File: src/rtl/a0_trace_fifo.sv
// Trace buffer for the core's a0 output: stores each new a0 value with a capture
// sequence number in a circular FIFO and drains it through a valid/ready port.
module a0_trace_fifo #(
    parameter int WIDTH = 32,
    parameter int DEPTH = 16,
    parameter int SEQ_W = 16
) (
    input  logic                     clk,
    input  logic                     rst,
    input  logic                     clear,
    input  logic                     en,
    input  logic [WIDTH-1:0]         a0_in,
    output logic                     out_valid,
    input  logic                     out_ready,
    output logic [WIDTH-1:0]         out_data,
    output logic [SEQ_W-1:0]         out_seq,
    output logic [$clog2(DEPTH):0]   count,
    output logic                     full,
    output logic                     empty,
    output logic [SEQ_W-1:0]         overflow_cnt
);

    localparam int AW = $clog2(DEPTH);
    localparam int CW = AW + 1;

    logic [WIDTH-1:0] data_mem [DEPTH];
    logic [SEQ_W-1:0] seq_mem  [DEPTH];

    logic [AW-1:0]    wr_ptr;
    logic [AW-1:0]    rd_ptr;
    logic [CW-1:0]    count_q;
    logic [SEQ_W-1:0] seq_cnt;
    logic [SEQ_W-1:0] ovf_q;
    logic [WIDTH-1:0] prev_a0;
    logic             primed;

    logic capture;
    logic pop;
    logic push;
    logic drop;

    assign empty        = (count_q == '0);
    assign full         = (count_q == CW'(DEPTH));
    assign count        = count_q;
    assign overflow_cnt = ovf_q;
    assign out_valid    = !empty;

    // Storage is never exposed while empty so stale entries cannot leak out.
    assign out_data = empty ? '0 : data_mem[rd_ptr];
    assign out_seq  = empty ? '0 : seq_mem[rd_ptr];

    always_comb begin
        capture = !clear && en && (!primed || (a0_in != prev_a0));
        pop     = !clear && out_valid && out_ready;
        push    = capture && (!full || pop);
        drop    = capture && full && !pop;
    end

    always_ff @(posedge clk or posedge rst) begin
        if (rst) begin
            wr_ptr  <= '0;
            rd_ptr  <= '0;
            count_q <= '0;
            seq_cnt <= '0;
            ovf_q   <= '0;
            prev_a0 <= '0;
            primed  <= 1'b0;
        end else if (clear) begin
            wr_ptr  <= '0;
            rd_ptr  <= '0;
            count_q <= '0;
            seq_cnt <= '0;
            ovf_q   <= '0;
            primed  <= 1'b0;
        end else begin
            if (en) begin
                prev_a0 <= a0_in;
                primed  <= 1'b1;
            end
            if (push) begin
                wr_ptr <= wr_ptr + AW'(1);
            end
            if (pop) begin
                rd_ptr <= rd_ptr + AW'(1);
            end
            if (push && !pop) begin
                count_q <= count_q + CW'(1);
            end else if (pop && !push) begin
                count_q <= count_q - CW'(1);
            end
            // Dropped captures still consume a sequence number so gaps reveal them.
            if (capture) begin
                seq_cnt <= seq_cnt + SEQ_W'(1);
            end
            if (drop && (ovf_q != {SEQ_W{1'b1}})) begin
                ovf_q <= ovf_q + SEQ_W'(1);
            end
        end
    end

    always_ff @(posedge clk) begin
        if (push) begin
            data_mem[wr_ptr] <= a0_in;
            seq_mem[wr_ptr]  <= seq_cnt;
        end
    end

endmodule

File: config.mk
export PLATFORM = sky130hd
export DESIGN_NAME = a0_trace_fifo
export DESIGN_NICKNAME = d
export VERILOG_FILES = /design/src/rtl/a0_trace_fifo.sv
export SDC_FILE = /design/constraint.sdc
export NUM_CORES = 1
export LEC_CHECK = 0
export CAP_MARGIN = 20
export CORE_UTILIZATION = 41
export CTS_BUF_LIST = sky130_fd_sc_hd__clkbuf_4 sky130_fd_sc_hd__clkbuf_8
export CTS_CLUSTER_DIAMETER = 200
export DETAILED_ROUTE_END_ITERATION = 6
export PLACE_DENSITY = 0.56
export SLEW_MARGIN = 20
export SYNTH_ARGS = -nofsm -noshare
export SYNTH_HDL_FRONTEND = slang
export SYNTH_SLANG_ARGS = --single-unit
export TNS_END_PERCENT = 5
File: constraint.sdc
create_clock -name clk -period 4.6 [get_ports clk]
set_input_delay 0.92 -clock clk [delete_from_list [all_inputs] [get_ports clk]]
set_output_delay 0.92 -clock clk [all_outputs]
set_load 0.01 [all_outputs]
==> summary.txt <==
Status
  – Status: completed

Placed design
  – Placer Congestion: 0.7520
  – Post-DP HPWL: 46.22 mm
  – Port Buf Inserts: between 100 and 150
  – Post-Place Cell Area: 0.03721 mm^2

Layout
  – Most frequent cells in the layout: 768 x edfxtp_1, 240 x mux4_2, 152 x clkbuf_8, 106 x clkdlybuf4s50_1, 93 x buf_4
  – Share of cells above drive strength 1: between 30 and 40%
  – Layout area overhead: 20.09%
  – Layout net count: between 1500 and 2000
  – Fill cells: roughly 6500
  – Final core utilization: roughly 50%
  – Most common cell after layout, fill and taps aside: edfxtp_1
  – Post-route cell area: between 0.04 and 0.05 mm^2

Run
  – Max cap viols: 0

Worst setup path
  – Required @ worst endpoint: between 3 and 4 ns
  – FF-to-FF path depth: 13
  – CP arrival: 3.53 ns
  – Worst R2R End: count[4]$_DFFE_PP0P_
  – Register-to-register setup slack: between 0.9 and 1 ns
  – Worst Path Max Fanout: 11
  – R2R Path Start: prev_a0[27]$_DFFE_PP0P_
  – CP Class: register to output pin
  – Worst setup SP type: register
  – CP Capture Type: output pin

Yosys
  – Post-synthesis sequential element count: between 800 and 900
  – YS warnings: 0
  – Mapped Area: approximately 0.033 mm^2
  – Syn_area_per_cell: 21.67 um^2
  – Cell variety after synth: 52
  – Syn Inst Count: roughly 1500
  – Top cells by area, synth: edfxtp_1 69%, mux4_2 16%, dfrtp_1 5.9%
  – Syn nets: 1586
  – Area share of the largest cell type after synthesis: between 60 and 70%
  – Asr flop ratio synth: a little under a tenth
  – Seq/Total Area, Yosys: about three quarters
  – Number of flops mapped to enable cells by yosys: around 770
  – Ys flop type: edfxtp_1
  – Area leader, netlist: edfxtp_1

Clocking
  – Clock slew seen by the registers of the worst setup and hold paths: 0.06 ns
  – TritonCTS buffer count: between 100 and 150
  – H-tree depth: 4
  – Maximum root-to-sink buffer count: 3
  – Num Clock Sinks: 846
  – CTS tree: yes
  – Worst-skew pair later-pin latency: around 0.78 ns
  – Root Buffer: clkbuf_8

Timing
  – Worst-Margin Slew: 0.8566 ns
  – Fin Clk Skew: about 0.034 ns
  – RSZ-0062 raised after global routing: no
  – Max Freq: 0.2248 GHz
  – Min Tclk post-route: approximately 4.4 ns
  – Final Hold Violating Endpoints: 0
  – Relative slew slack: between 40% and 50%
  – Final slew viol count: 0
  – Hold slack: 0.4844 ns
  – Total negative slack: 0 ns
  – Final worst path period share: 96.72%
  – Finish-stage setup viols: 0

Power
  – Sw Share: around a quarter
  – Clock Power Share: around 33%
  – Cell Int Power: 14.49 mW
  – LEAKAGE: around 13 nW
  – Combinational Power Share: approximately 23%
  – Flop pwr share: between 40% and 50%
  – Power per standard cell area: between 400 and 500 mW/mm^2
  – Net switching power: between 5 and 6 mW
  – Max IR drop VDD: approximately 0.27 mV
  – Tot Pwr: 19.65 mW

Drt
  – Drt first pass iters: 4
  – Routed wire length: roughly 81 mm
  – Detailed-route DRC error count: 0
  – Post-route ant nets: 0
  – Via count: between 15000 and 20000
  – Starting DRC count in detailed routing: 1326
  – Vias/cell: ~5.5
  – Avg WL per Cell: between 20 and 30 um

Die
  – Starting Density: approximately 41%
  – Std-Cell Rows: roughly 100
  – Total Die Area: approximately 0.082 mm^2
  – Die span in x: ~290 um
  – Core box area: around 0.080 mm^2
  – IO Pins: between 100 and 150
  – Die Height: roughly 290 um

Global routing
  – Initial antenna violation count: 4
  – GRT overflow: 0
  – Vias in the first global route: 17825
  – Pin count of the biggest net entering global routing: 53
  – First-pass GRT wire length: 119.3 mm
  – Global Route Usage Sum: about a fifth

Worst hold path
  – Worst hold path class: input port to async pin
[synth_stat cells (all sizes together) (2+ instances only)]
library cell / instances
mux4: 240
o211ai: 2
a21oi: 10
clkbuf: 52
and2: 19
nand3b: 2
nand3: 23
o21ai: 7
edfxtp: 768
xor2: 37
nor4: 7
o41ai: 2
nor2b: 55
or4: 6
nor2: 38
o311ai: 2
o31ai: 3
and4: 3
dfrtp: 78
nor3b: 3
ha: 11
nand2: 21
xnor2: 15
mux2i: 5
mux2: 35
o21a: 2
nor4b: 2
nor3: 10
inv: 18
and3: 9
buf: 24
nand4: 16
[kinds of logic after synthesis]
kind of cell | count (synthesis) | synth area share [%]
muxes | 280 | 17.57
and+or+nand+nor | 217 | 3.636
buffers and inverters | 94 | 1.142
AOI/OAI and AO/OA | 36 | 0.7286
adders and majority gates | 12 | 0.4732
xor gates and xnor gates | 52 | 1.367
DFF | 846 | 75.08
[layout make-up]
cell class              instances  area (um^2)  area share [%]
diodes                          1        2.502        0.006255
clock inverters                42        254.0          0.6349
well taps                    1060         1326           3.315
repair buffers                255         2858           7.143
flip-flops and latches        846        25030           62.55
multi-input cells             597         7975           19.93
inverters                      18        68.82          0.1720
clock buffers                 206         2497           6.242
[power by group through the flow]
stage / Combinational (mW) / Clock [mW] / Sequential (mW)
5_1_grt: 4.85 / 6.95 / 8.68
6_report: 4.52 / 6.47 / 8.67
3_3_place_gp: 4.56 / 0 / 8.84
3_5_place_dp: 4.56 / 0 / 8.85
4_1_cts: 4.64 / 6.63 / 8.67
2_1_floorplan: 2.81 / 0 / 8.74
[flip-flops by register name, indices dropped and copies added (netlist names)]
register / count
seq_cnt: 16
wr_ptr: 4
primed: 1
overflow_cnt: 16
rd_ptr: 4
prev_a0: 32
data_mem: 512
seq_mem: 256
count: 5
[worst max path at each step]
stage | from | end | slack, ns | cells after the start
after floorplan | a0_in[30] | count[4]$_DFFE_PP0P_ | 0.64 | 13
after global placement | a0_in[16] | count[4]$_DFFE_PP0P_ | -0.29 | 14
after detailed placement | a0_in[16] | count[4]$_DFFE_PP0P_ | -0.17 | 14
after CTS | rd_ptr[0]$_DFFE_PP0P_ | out_seq[9] | 0.03 | 6
after global routing | rd_ptr[0]$_DFFE_PP0P_ | out_data[10] | 0.01 | 6
final | rd_ptr[0]$_DFFE_PP0P_ | out_seq[1] | 0.15 | 6
[what timing repair did]
item / in CTS / in global routing
hold buffers: 0 / 0
hold endpoints to repair: 0 / 0
gates resized for setup: 0 / 1
buffers inserted: 4 / 1
setup endpoints to repair: 46 / 1
[metrics by stage]
stage	worst slack [ns]	instances
finish	0.1509	3025
global route	0.01254	3025
floorplan	0.6435	1537
detailed placement	-0.1707	2771
global placement	-0.2928	2771
CTS	0.02858	3023
[routing by layer]
layer  GRT usage (%)  share of wire (%)
met1           27.64                 43
met2           32.83                 50
met3           4.024                5.7
met4           5.878                1.7
met5               0                  0
[critical path, cell delays in order, from the launching register on]
cell,delay [ns]
dfrtp_4,0.57
buf_4,0.16
buf_4,0.26
mux4_2,0.55
mux4_2,0.52
nor2b_1,0.18
clkdlybuf4s50_1,0.50
Power figures use the tool's default switching activity.
